<file path="src/rtl/pipe_ctrl_pkg.sv">
// Shared types and constants for the pipeline hazard controller.
// Halt FSM states, flush source encoding and default stage indices.
package pipe_ctrl_pkg;

    typedef enum logic [1:0] {
        ST_RUN    = 2'd0,
        ST_DRAIN  = 2'd1,
        ST_HALTED = 2'd2
    } halt_state_e;

    typedef enum logic [1:0] {
        FL_NONE = 2'd0,
        FL_BR   = 2'd1,
        FL_EXC  = 2'd2,
        FL_INT  = 2'd3
    } flush_src_e;

    localparam int STAGE_IF  = 0;
    localparam int STAGE_ID  = 1;
    localparam int STAGE_EX  = 2;
    localparam int STAGE_MEM = 3;
    localparam int STAGE_WB  = 4;

    localparam int WDOG_CNT_W = 16;

endpackage

</file>
<file path="src/rtl/pipe_ctrl_n_stall_wdog.sv">
// Saturating stall watchdog: counts stalled cycles, fires once the count
// reaches LIMIT and stays fired until the count is cleared.
module stall_wdog
    import pipe_ctrl_pkg::*;
#(
    parameter int unsigned LIMIT = 1024
) (
    input  logic clk,
    input  logic rst,
    input  logic inc,
    input  logic clr,
    input  logic hold,
    output logic timeout
);

    localparam logic [WDOG_CNT_W-1:0] LIMIT_V = WDOG_CNT_W'(LIMIT);

    logic [WDOG_CNT_W-1:0] count_q, count_d;
    logic                  timeout_q, timeout_d;

    // Hold wins over clear so a halted pipeline keeps its stall history.
    always_comb begin
        count_d = count_q;
        if (hold) begin
            count_d = count_q;
        end else if (clr) begin
            count_d = '0;
        end else if (inc && (count_q != LIMIT_V)) begin
            count_d = count_q + 1'b1;
        end
        timeout_d = (count_d == LIMIT_V);
    end

    always_ff @(posedge clk) begin
        if (rst) begin
            count_q   <= '0;
            timeout_q <= 1'b0;
        end else begin
            count_q   <= count_d;
            timeout_q <= timeout_d;
        end
    end

    assign timeout = timeout_q;

endmodule

</file>
<file path="src/rtl/pipe_ctrl_n.sv">
// Parametrised pipeline hazard controller: prefix stalls, prioritised
// flushes, registered fetch redirect, debug halt FSM and stall watchdog.
module pipe_ctrl_n
    import pipe_ctrl_pkg::*;
#(
    parameter int STAGES     = 5,
    parameter int EX_STAGE   = STAGE_EX,
    parameter int ADDR_W     = 32,
    parameter int WDOG_LIMIT = 1024
) (
    input  logic              clk,
    input  logic              rst,
    input  logic [STAGES-1:0] stall_req_i,
    input  logic [STAGES-1:0] stage_valid_i,
    input  logic              br_flush_i,
    input  logic [ADDR_W-1:0] br_addr_i,
    input  logic              exc_flush_i,
    input  logic [ADDR_W-1:0] exc_addr_i,
    input  logic              int_assert_i,
    input  logic [ADDR_W-1:0] int_addr_i,
    output logic              int_ack_o,
    output logic [STAGES-1:0] stall_o,
    output logic [STAGES-1:0] flush_o,
    output logic              redirect_valid_o,
    output logic [ADDR_W-1:0] redirect_addr_o,
    input  logic              redirect_ready_i,
    input  logic              haltreq_i,
    input  logic              resumereq_i,
    output logic              halted_o,
    output logic              wdog_timeout_o
);

    halt_state_e       state_q, state_d;
    logic              redirect_valid_q, redirect_valid_d;
    logic [ADDR_W-1:0] redirect_addr_q, redirect_addr_d;

    logic [STAGES-1:0] stall_base;
    logic [STAGES-1:0] br_mask;
    logic [STAGES-1:0] stall_int;
    logic [STAGES-1:0] flush_int;
    logic [ADDR_W-1:0] flush_addr;
    flush_src_e        flush_sel;

    // A stalling stage freezes itself and everything upstream of it.
    for (genvar k = 0; k < STAGES; k++) begin : g_mask
        assign stall_base[k] = |stall_req_i[STAGES-1:k];
        assign br_mask[k]    = (k < EX_STAGE);
    end

    always_comb begin
        stall_int = stall_base;
        if (redirect_valid_q || (state_q == ST_DRAIN)) begin
            stall_int[0] = 1'b1;
        end
        if (state_q == ST_HALTED) begin
            stall_int = '1;
        end
    end

    always_comb begin
        flush_sel = FL_NONE;
        if (!rst && (state_q != ST_HALTED)) begin
            if (int_assert_i && !stall_int[STAGES-1]) begin
                flush_sel = FL_INT;
            end else if (exc_flush_i && !stall_int[STAGES-1]) begin
                flush_sel = FL_EXC;
            end else if (br_flush_i && !stall_int[EX_STAGE]) begin
                flush_sel = FL_BR;
            end
        end
    end

    always_comb begin
        flush_int  = '0;
        flush_addr = '0;
        case (flush_sel)
            FL_INT: begin
                flush_int  = '1;
                flush_addr = int_addr_i;
            end
            FL_EXC: begin
                flush_int  = '1;
                flush_addr = exc_addr_i;
            end
            FL_BR: begin
                flush_int  = br_mask;
                flush_addr = br_addr_i;
            end
            default: begin
                flush_int  = '0;
                flush_addr = '0;
            end
        endcase
    end

    assign stall_o   = rst ? '0 : stall_int;
    assign flush_o   = flush_int;
    assign int_ack_o = (flush_sel == FL_INT);

    // A fresh flush always takes the redirect slot, even over a handshake.
    always_comb begin
        redirect_valid_d = redirect_valid_q;
        redirect_addr_d  = redirect_addr_q;
        if (flush_sel != FL_NONE) begin
            redirect_valid_d = 1'b1;
            redirect_addr_d  = flush_addr;
        end else if (redirect_ready_i) begin
            redirect_valid_d = 1'b0;
        end
    end

    always_comb begin
        state_d = state_q;
        case (state_q)
            ST_RUN: begin
                if (haltreq_i) begin
                    state_d = ST_DRAIN;
                end
            end
            ST_DRAIN: begin
                if (!haltreq_i) begin
                    state_d = ST_RUN;
                end else if ((stage_valid_i == '0) && !redirect_valid_q) begin
                    state_d = ST_HALTED;
                end
            end
            ST_HALTED: begin
                if (resumereq_i) begin
                    state_d = ST_RUN;
                end
            end
            default: begin
                state_d = ST_RUN;
            end
        endcase
    end

    always_ff @(posedge clk) begin
        if (rst) begin
            state_q          <= ST_RUN;
            redirect_valid_q <= 1'b0;
            redirect_addr_q  <= '0;
        end else begin
            state_q          <= state_d;
            redirect_valid_q <= redirect_valid_d;
            redirect_addr_q  <= redirect_addr_d;
        end
    end

    assign redirect_valid_o = redirect_valid_q;
    assign redirect_addr_o  = redirect_addr_q;
    assign halted_o         = (state_q == ST_HALTED);

    stall_wdog #(
        .LIMIT (WDOG_LIMIT)
    ) u_stall_wdog (
        .clk     (clk),
        .rst     (rst),
        .inc     (stall_int != '0),
        .clr     (stall_int == '0),
        .hold    (state_q == ST_HALTED),
        .timeout (wdog_timeout_o)
    );

endmodule
</file>
<file path="config.mk">
export PLATFORM = sky130hd
export DESIGN_NAME = pipe_ctrl_n
export DESIGN_NICKNAME = d
export VERILOG_FILES = /design/src/rtl/pipe_ctrl_pkg.sv /design/src/rtl/pipe_ctrl_n_stall_wdog.sv /design/src/rtl/pipe_ctrl_n.sv
export SDC_FILE = /design/constraint.sdc
export NUM_CORES = 1
export LEC_CHECK = 0
export CAP_MARGIN = 20
export CORE_MARGIN = 2
export CORE_UTILIZATION = 35
export CTS_BUF_LIST = sky130_fd_sc_hd__clkbuf_4
export DETAILED_ROUTE_END_ITERATION = 16
export PLACE_DENSITY = 0.77
export SLEW_MARGIN = 25
export SYNTH_ARGS = -nofsm -noshare
export SYNTH_HDL_FRONTEND = slang
export SYNTH_SLANG_ARGS = --single-unit
</file>
<file path="constraint.sdc">
create_clock -name clk -period 2.2 [get_ports clk]
set_clock_uncertainty 0.2 [all_clocks]
set_input_delay 0.33 -clock clk [delete_from_list [all_inputs] [get_ports clk]]
set_output_delay 0.33 -clock clk [all_outputs]
set_load 0.1 [all_outputs]
</file>
==> impl_results.md, run 1 <==
* Status: finished with violations
* Violated checks: setup timing
* Worst slew pin tran at about 360 ps
* Yosys top cell by area: dfxtp_1
* Layout cells sized above 1 at 0.284
* Final WL at between 10000 and 15000 µm
* Initial Utilization at 0.358
* Critical Path Start Type: input port
* IO Count at 160
* Antenna violations before repair at 0
* Yosys reg bits at 52
* Fmax at roughly 0.44 GHz
* Pwr/cell area at around 470 nW/µm²
* Clk pwr share at 0.172
* Final period utilization at 1.03
* Switching power at roughly 0.91 mW
* Ys flop type: dfxtp_1
* Commonest non-fill, non-tap cell in the layout: clkdlybuf4s50_1
* Worst hold path class: in -> reg
* R2r startpoint: state_q[0]
* EDFF count, synth at 0
* First-pass GRT wire length at 15500 µm
* Critical Path RT at around 1700 ps
* GR Util All Layers at 0.229
* Area growth syn-to-layout at 87.1%
* Total gr overflow at 0
* Worst VDD drop at approximately 0.00026 V
* Hold path startpoint: rst
* RSZ-0062 raised after global routing: yes
* TritonRoute pass-1 iters at 4
* DP Worst Slack at -272 ps
* Gate power share at 0.409
* Vias at 3345
* Setup TNS at -295 ps
* Routability cong. at 0.851
* Fillers at between 500 and 600
* Non-filler cells, final at approximately 640
* Syn Nets at 456
* Chip Height at between 90 and 100 µm
* Skew-Pair Late Insertion Delay at between 300 and 400 ps
* Cts bufs inserted at 5
* Largest net degree at the start of global routing at 33
* Reg area at roughly 1000 µm²
* Via density at about 5.2
* Unique masters post-synth at 43
* Placed cell count at between 600 and 700
* # H-tree levels at 2
* Register area share after synthesis at 0.380
* Post-layout nets at around 650
* Slew HR at 0.757
* Util after Layout at 0.670
* Final Worst Setup Slack at -58.8 ps
* Flop pwr share at 0.419
* DIE AREA at about 8600 µm²
* MaxCap Viol Count at 0
* Ranking of synthesized cells by area: dfxtp_1 (38%), a211oi_1 (8.8%), a22oi_1 (8.8%)
* Clock tree buffer depth at 2
* Core Area at 7650 µm²
* Clock-pin slew on the worst setup and hold paths at between 100 and 150 ps
* Vias in the first global route at 3367
* CTS root buffer: clkbuf_4
* IO buf count at roughly 160
* Detailed-route DRC error count at 0
* Yosys warns at 0
* Total power draw at between 2 and 2.5 mW
* Clock Sinks at 52
* Max Slew Vio Count at 0
* TritonCTS clock tree: done
* Critical-path maximum fanout at 4
* Setup crit start: stall_req_i[4]
* DP HPWL at approximately 7600 µm
* Synth top area share at 0.380
* Die Span X at 92.5 µm
* Worst setup EP type: output port
* Final setup fails at 7
* Post-route cell area at a little over 5000 µm²
* WL/cell at around 16 µm
* Most frequent cells in the layout: clkdlybuf4s50_1 (112), buf_4 (83), nor2_1 (54)
* Final Hold Vio Count at 0
* Cell Rows at 32
* Min Tclk post-route at 2260 ps
* Int Power at ~1.5 mW
* Multi-input gate area at 1690 µm²
* Setup CP Type: in -> out
* Syn Inst Count at 340
* Crit path DAT at approximately 1700 ps
* Syn Std Cell Area at between 2000 and 3000 µm²
* Switching Fraction at 0.376
* Detail Route Antenna Nets at 0
* ANT cells at 0
* Detailed Route Iter0 Violations at 95
* Avg Inst Size Synth at slightly above 8 µm²
* Ys async rst share at 0
* DP Area at approximately 4800 µm²
* Pleak at a little under 2 nW
* WHS at approximately 210 ps
[worst paths after layout]
kind | to | slack, ps | cells after the start
setup / recovery | flush_o[0] | -60 | 5
hold / removal | state_q[1] | 210 | 3
setup reg to reg | u_stall_wdog.timeout | -40 | 7
hold reg to reg | state_q[0] | 280 | 1
[worst max-delay path, cell delays in order]
cell             delay (ps)
clkdlybuf4s50_1         530
nor3_4                  300
a21boi_4                250
buf_12                  140
buf_12                  170
[registers in the layout, summed over array words and instances (netlist names)]
register,count
redirect_addr_o,32
u_stall_wdog.count_q,16
state_q,2
redirect_valid_o,1
u_stall_wdog.timeout,1
[kinds of logic after synthesis]
group                    count (synthesis)  share of synthesized area
AO/OA/AOI/OAI                          110                      0.268
XOR/XNOR                                18                     0.0575
adder cells (fa/ha/maj)                  3                     0.0128
buffers and inverters                   37                     0.0630
flip-flops                              52                      0.380
multiplexers                             4                     0.0146
AND/OR/NAND/NOR                        116                      0.204
[area by class of cell]
| class | instances | area share |
|---|---|---|
| tap | 102 | 0.0249 |
| timing repair buffer | 217 | 0.419 |
| multi-input combinational | 251 | 0.330 |
| sequential | 52 | 0.205 |
| clock inverter | 3 | 0.00268 |
| clock buffer | 5 | 0.00732 |
| inverter | 8 | 0.0115 |
[what timing repair did]
action / in CTS / in global routing
hold buffers: 0 / 0
pin swaps: 10 / 10
cloned: 0 / 1
buffers inserted: 11 / 9
endpoints found under the setup margin: 13 / 14
gates resized for setup: 14 / 18
[power by group through the flow]
| stage | logic (mW) | clock network (mW) | registers, mW |
|---|---|---|---|
| final | 0.993 | 0.419 | 1.02 |
| after global routing | 1.04 | 0.471 | 1.02 |
| after CTS | 0.962 | 0.435 | 1.02 |
| after detailed placement | 0.943 | 0 | 1.04 |
| after global placement | 0.931 | 0 | 1.03 |
| after floorplan | 0.271 | 0 | 1.31 |
[cell usage after synthesis (2+ instances only)]
master	number
buf_4	4
nand4_1	6
nand2b_1	2
ha_1	2
nor4_1	4
and3_1	3
and2_1	3
o21ai_0	33
mux2i_1	4
xnor2_1	9
or4_1	2
nand3_1	6
dfxtp_1	52
a31oi_1	2
nor2_1	58
a211oi_1	32
xor2_1	9
nand2_1	12
a21oi_1	5
buf_2	9
inv_1	7
nor3_1	9
nor2_2	2
a22oi_1	32
clkbuf_1	15
[routing by layer]
layer / part of all wire / track usage
met2: 0.54 / 0.433
met4: 0.032 / 0.0871
met1: 0.37 / 0.236
met5: 0 / 0
met3: 0.064 / 0.0651
No activity file was read; power rests on OpenSTA's default activity.
==> inputs of run 2 (changes only) <==
Settings changed: CORE_UTILIZATION 35 to 34, CTS_BUF_LIST sky130_fd_sc_hd__clkbuf_4 to default, PLACE_DENSITY 0.77 to 0.75, REMOVE_ABC_BUFFERS from default to 1.
==> impl_results.md, run 2 (synthesis results as in run 1) <==
* Fillers at about 650
* Clock Sinks at 52
* Die Span X at roughly 94 µm
* Commonest non-fill, non-tap cell in the layout: clkdlybuf4s50_1
* IO Count at 160
* Layout cells sized above 1 at 0.256
* Final period utilization at 0.990
* DP Worst Slack at -214 ps
* Chip Height at 93.8 µm
* Int Power at 1.63 mW
* DP HPWL at 7650 µm
* Cell Rows at 32
* First-pass GRT wire length at between 15000 and 20000 µm
* RSZ-0062 raised after global routing: yes
* R2r setup slk at around 23 ps
* Most frequent cells in the layout: clkdlybuf4s50_1 (108), buf_4 (73), nor2_1 (57)
* Final Worst Setup Slack at ~23 ps
* Critical Path RT at approximately 2200 ps
* Final Hold Vio Count at 0
* Switching power at between 0.9 and 1 mW
* Switching Fraction at 0.358
* Non-filler cells, final at 626
* R2r startpoint: u_stall_wdog.count_q[0]
* Worst VDD drop at 0.000273 V
* Clock-pin slew on the worst setup and hold paths at approximately 90 ps
* Met1 GRT Util at 0.242
* Area growth syn-to-layout at 82.1%
* Crit path DAT at 2190 ps
* Setup CP Type: reg -> reg
* Vias in the first global route at 3259
* Setup crit start: u_stall_wdog.count_q[0]
* Max Slew Vio Count at 0
* Util after Layout at 0.643
* Core Area at slightly below 8000 µm²
* Worst setup EP type: flop
* Routability cong. at ~0.93
* Pwr/cell area at 509 nW/µm²
* MaxCap Viol Count at 0
* Detailed Route Iter0 Violations at 102
* GR Util All Layers at 0.219
* Setup crit end: u_stall_wdog.timeout
* R2R Path End: u_stall_wdog.timeout
* Status: finished clean
* Met2 global-route usage at 0.388
* Slew HR at 0.749
* Post-layout nets at 639
* Via density at ~5.1
* WL/cell at about 16 µm
* TritonRoute pass-1 iters at 4
* Critical-path maximum fanout at 4
* Worst hold path class: reg -> reg
* Detail Route Antenna Nets at 0
* Total gr overflow at 0
* Cts bufs inserted at 5
* Total power draw at 2.54 mW
* TritonCTS clock tree: done
* R2R depth at 7
* Clk pwr share at 0.219
* Final setup fails at 0
* # H-tree levels at 2
* Vias at between 3000 and 4000
* Placed cell count at 611
* Detailed-route DRC error count at 0
* DIE AREA at 8790 µm²
* Min Tclk post-route at around 2200 ps
* Critical Path Slowest Stage Cell: or4_4
* Max incr delay on CP at ~560 ps
* Clock tree buffer depth at 2
* Critical Path Start Type: flop
* GRT busiest layer: met2
* Final WL at around 10000 µm
* Gate power share at 0.381
* Crit path cell chain: ha_4 -> and2_4 -> nand4_1 -> xor2_1 -> nand2_1 -> or4_4 -> nor4_4
* CTS root buffer: clkbuf_8
* Initial Utilization at 0.353
* Fmax at about 0.46 GHz
* Skew-Pair Late Insertion Delay at around 300 ps
* Met3 Use GR at 0.0666
* Number of flip-flops under the largest register name at 32
* ANT cells at 0
* Largest net degree at the start of global routing at 33
* Worst slew pin tran at between 300 and 400 ps
* Flop pwr share at 0.399
* Pleak at roughly 1.9 nW
* Antenna violations before repair at 0
* IO buf count at ~160
run 2: routing by layer:
metal  up-vias  part of all wire
met5         -                 0
met4         0             0.033
met3        22             0.067
met2       111              0.52
met1      1483              0.38
li1       1591                 -
run 2: cell type report:
cell class / instances / area (µm²) / share of cell area
Inverter: 8 / 35.0 / 0.00702
Multi-Input combinational cell: 251 / 1650 / 0.331
Clock inverter: 2 / 10.0 / 0.00201
Clock buffer: 6 / 82.6 / 0.0165
Sequential cell: 52 / 1050 / 0.210
Tap cell: 102 / 128 / 0.0256
Timing Repair Buffer: 205 / 2030 / 0.408
run 2: what timing repair did:
| action | in CTS | in global routing |
|---|---|---|
| setup endpoints to repair | 10 | 8 |
| hold buffers | 0 | 0 |
| pin swaps | 8 | 12 |
| gates resized for setup | 20 | 22 |
| setup buffers | 5 | 4 |
run 2: per-stage QoR:
step	TNS, ps	instance area, µm²	hold WS (ps)
after floorplan	-75960	2600	199
after global placement	-4930	4700	239
after detailed placement	-6320	4700	252
after CTS	0	4870	306
after global routing	-74.6	4990	331
final	0	4990	305
run 2: worst min path at each step:
stage                                    from             endpoint  slack [ps]  depth (start not counted)
after floorplan                           rst           state_q[1]         200                          1
after detailed placement           state_q[1]           state_q[0]         250                          1
after CTS                 redirect_addr_o[24]  redirect_addr_o[24]         310                          2
final                     redirect_addr_o[18]  redirect_addr_o[18]         300                          2
after global routing       redirect_addr_o[7]   redirect_addr_o[7]         330                          2
after global placement             state_q[1]           state_q[0]         240                          1
run 2: worst max-delay path: cells and delay by family (launching register included):
kind / cells / cell delay [ps]
simple gates: 5 / 1180
flops: 1 / 370
xor+xnor: 1 / 190
fa+ha+maj: 1 / 160
run 2: power groups by stage:
| stage | clock network [mW] | logic (mW) | registers (mW) |
|---|---|---|---|
| detailed placement | 0 | 0.937 | 1.03 |
| CTS | 0.574 | 0.949 | 1.01 |
| global placement | 0 | 0.926 | 1.03 |
| finish | 0.557 | 0.970 | 1.01 |
| global route | 0.605 | 1.01 | 1.02 |
| floorplan | 0 | 0.234 | 1.31 |
==> inputs of run 3 (changes only) <==
Settings changed: CORE_MARGIN 2 to default, CTS_CLUSTER_DIAMETER from default to 80.
==> impl_results.md, run 3 (synthesis results as in run 1) <==
* Routability cong. at just over 0.9
* Total power draw at around 2.6 mW
* Antenna violations before repair at 0
* IO Count at 160
* Number of flip-flops under the largest register name at 32
* WL/cell at about 15 µm
* Worst hold path class: reg -> reg
* Detailed-route DRC error count at 0
* Fmax at between 0.4 and 0.5 GHz
* Crit path cell chain: buf_6 -> inv_2 -> ha_2 -> nor4b_4 -> nand4_1 -> o31a_1 -> xnor2_2 -> nand4b_1 -> nor4_2
* Number of buffers and inverters on the critical path at 2
* Clk pwr share at 0.224
* Switching Fraction at 0.358
* Final setup fails at 1
* Critical Path Start Type: flop
* GRT busiest layer: met2
* GR Util All Layers at 0.234
* Worst VDD drop at roughly 0.00026 V
* DP HPWL at 7370 µm
* DP Worst Slack at -213 ps
* Crit path DAT at 2210 ps
* Layout cells sized above 1 at 0.250
* Commonest non-fill, non-tap cell in the layout: clkdlybuf4s50_1
* Detailed Route Iter0 Violations at 180
* Cell Rows at 32
* Setup TNS at -3.56 ps
* Most frequent cells in the layout: clkdlybuf4s50_1 (108), buf_4 (79), nor2_1 (57)
* IO buf count at around 160
* Skew-Pair Late Insertion Delay at roughly 300 ps
* Status: finished with violations
* TritonRoute pass-1 iters at 4
* Switching power at ~0.91 mW
* Detail Route Antenna Nets at 0
* CTS Hold Bufs at 0
* Worst setup EP type: flop
* Flop pwr share at 0.396
* Met3 Use GR at 0.0672
* ANT cells at 0
* CTS root buffer: clkbuf_8
* Met1 GRT Util at 0.244
* Final period utilization at 1.00
* Critical Path RT at 2210 ps
* Met2 global-route usage at 0.442
* # H-tree levels at 2
* Via density at around 5.2
* Core Area at about 8000 µm²
* Slew HR at 0.736
* Gate power share at 0.379
* Die Span X at 91.8 µm
* Area growth syn-to-layout at 83.6%
* Final WL at 9800 µm
* Worst slew pin tran at around 390 ps
* DP Area at around 4800 µm²
* Total gr overflow at 0
* Clock Sinks at 52
* TritonCTS clock tree: done
* Clock-pin slew on the worst setup and hold paths at 90 ps
* Max Slew Vio Count at 0
* DIE AREA at roughly 8400 µm²
* Min Tclk post-route at between 2000 and 2500 ps
* Vias at between 3000 and 4000
* Setup CP Type: reg -> reg
* Critical Path Slowest Stage Cell: dfxtp_2
* Delay-heaviest family, CP: simple AND/OR/NAND/NOR gates
* Post-route cell area at slightly above 5000 µm²
* Clock tree buffer depth at 2
* Vias in the first global route at roughly 3400
* MaxCap Viol Count at 0
* Post-layout nets at roughly 650
* Cts bufs inserted at 5
* Max incr delay on CP at 340 ps
* First-pass GRT wire length at about 16000 µm
* Chip Height at just over 90 µm
* RSZ-0062 raised after global routing: yes
* Pleak at about 2.0 nW
* Initial Utilization at 0.353
* Critical-path maximum fanout at 2
* Violated checks: setup timing
* Final Hold Vio Count at 0
* Int Power at 1.64 mW
* Largest net degree at the start of global routing at 33
* Pwr/cell area at 508 nW/µm²
* Final Worst Setup Slack at -3.56 ps
-- run 3: path summary, 6_finish.rpt --
check / startpoint / end / slack [ps] / cells past startpoint
worst min-delay path: redirect_addr_o[14] / redirect_addr_o[14] / 310 / 2
worst max-delay path: u_stall_wdog.count_q[1] / u_stall_wdog.timeout / -4 / 9
worst max register to register: u_stall_wdog.count_q[1] / u_stall_wdog.timeout / -4 / 9
worst min register to register: redirect_addr_o[14] / redirect_addr_o[14] / 310 / 2
-- run 3: worst reg2reg max path, cell delays in order, from the launching register on --
cell,delay [ps]
dfxtp_2,340
buf_6,110
inv_2,40
ha_2,160
nor4b_4,180
nand4_1,130
o31a_1,320
xnor2_2,190
nand4b_1,140
nor4_2,310
-- run 3: through the flow --
| stage | hold slack, ps | util | std cells |
|---|---|---|---|
| floorplan | 199 | - | 311 |
| global placement | 235 | 0.613 | 615 |
| detailed placement | 250 | 0.613 | 615 |
| CTS | 306 | 0.642 | 631 |
| global route | 322 | 0.648 | 634 |
| finish | 306 | 0.648 | 634 |
-- run 3: power groups by stage --
stage,Combinational (mW),Sequential (mW),Clock [mW]
5_1_grt,1.02,1.02,0.621
3_3_place_gp,0.939,1.03,0
6_report,0.969,1.01,0.574
4_1_cts,0.969,1.01,0.585
3_5_place_dp,0.948,1.03,0
2_1_floorplan,0.234,1.31,0
-- run 3: per-layer routing --
layer	vias to the layer above	wire, µm	part of all wire
met5	-	0	0
met1	1545	3690	0.38
met4	0	220	0.022
met2	113	5270	0.54
met3	21	621	0.063
li1	1611	-	-
-- run 3: final cells by class --
type,instances,area (µm²)
inverters,8,37.5
flip-flops and latches,52,1040
well taps,102,128
clock buffers,8,90.1
fillers,635,2740
repair buffers,213,2120
multi-input cells,251,1610
-- run 3: what timing repair did --
action / CTS / global route
setup buffers: 9 / 3
resized for setup: 21 / 10
endpoints found under the setup margin: 11 / 22
pin swaps: 7 / 6
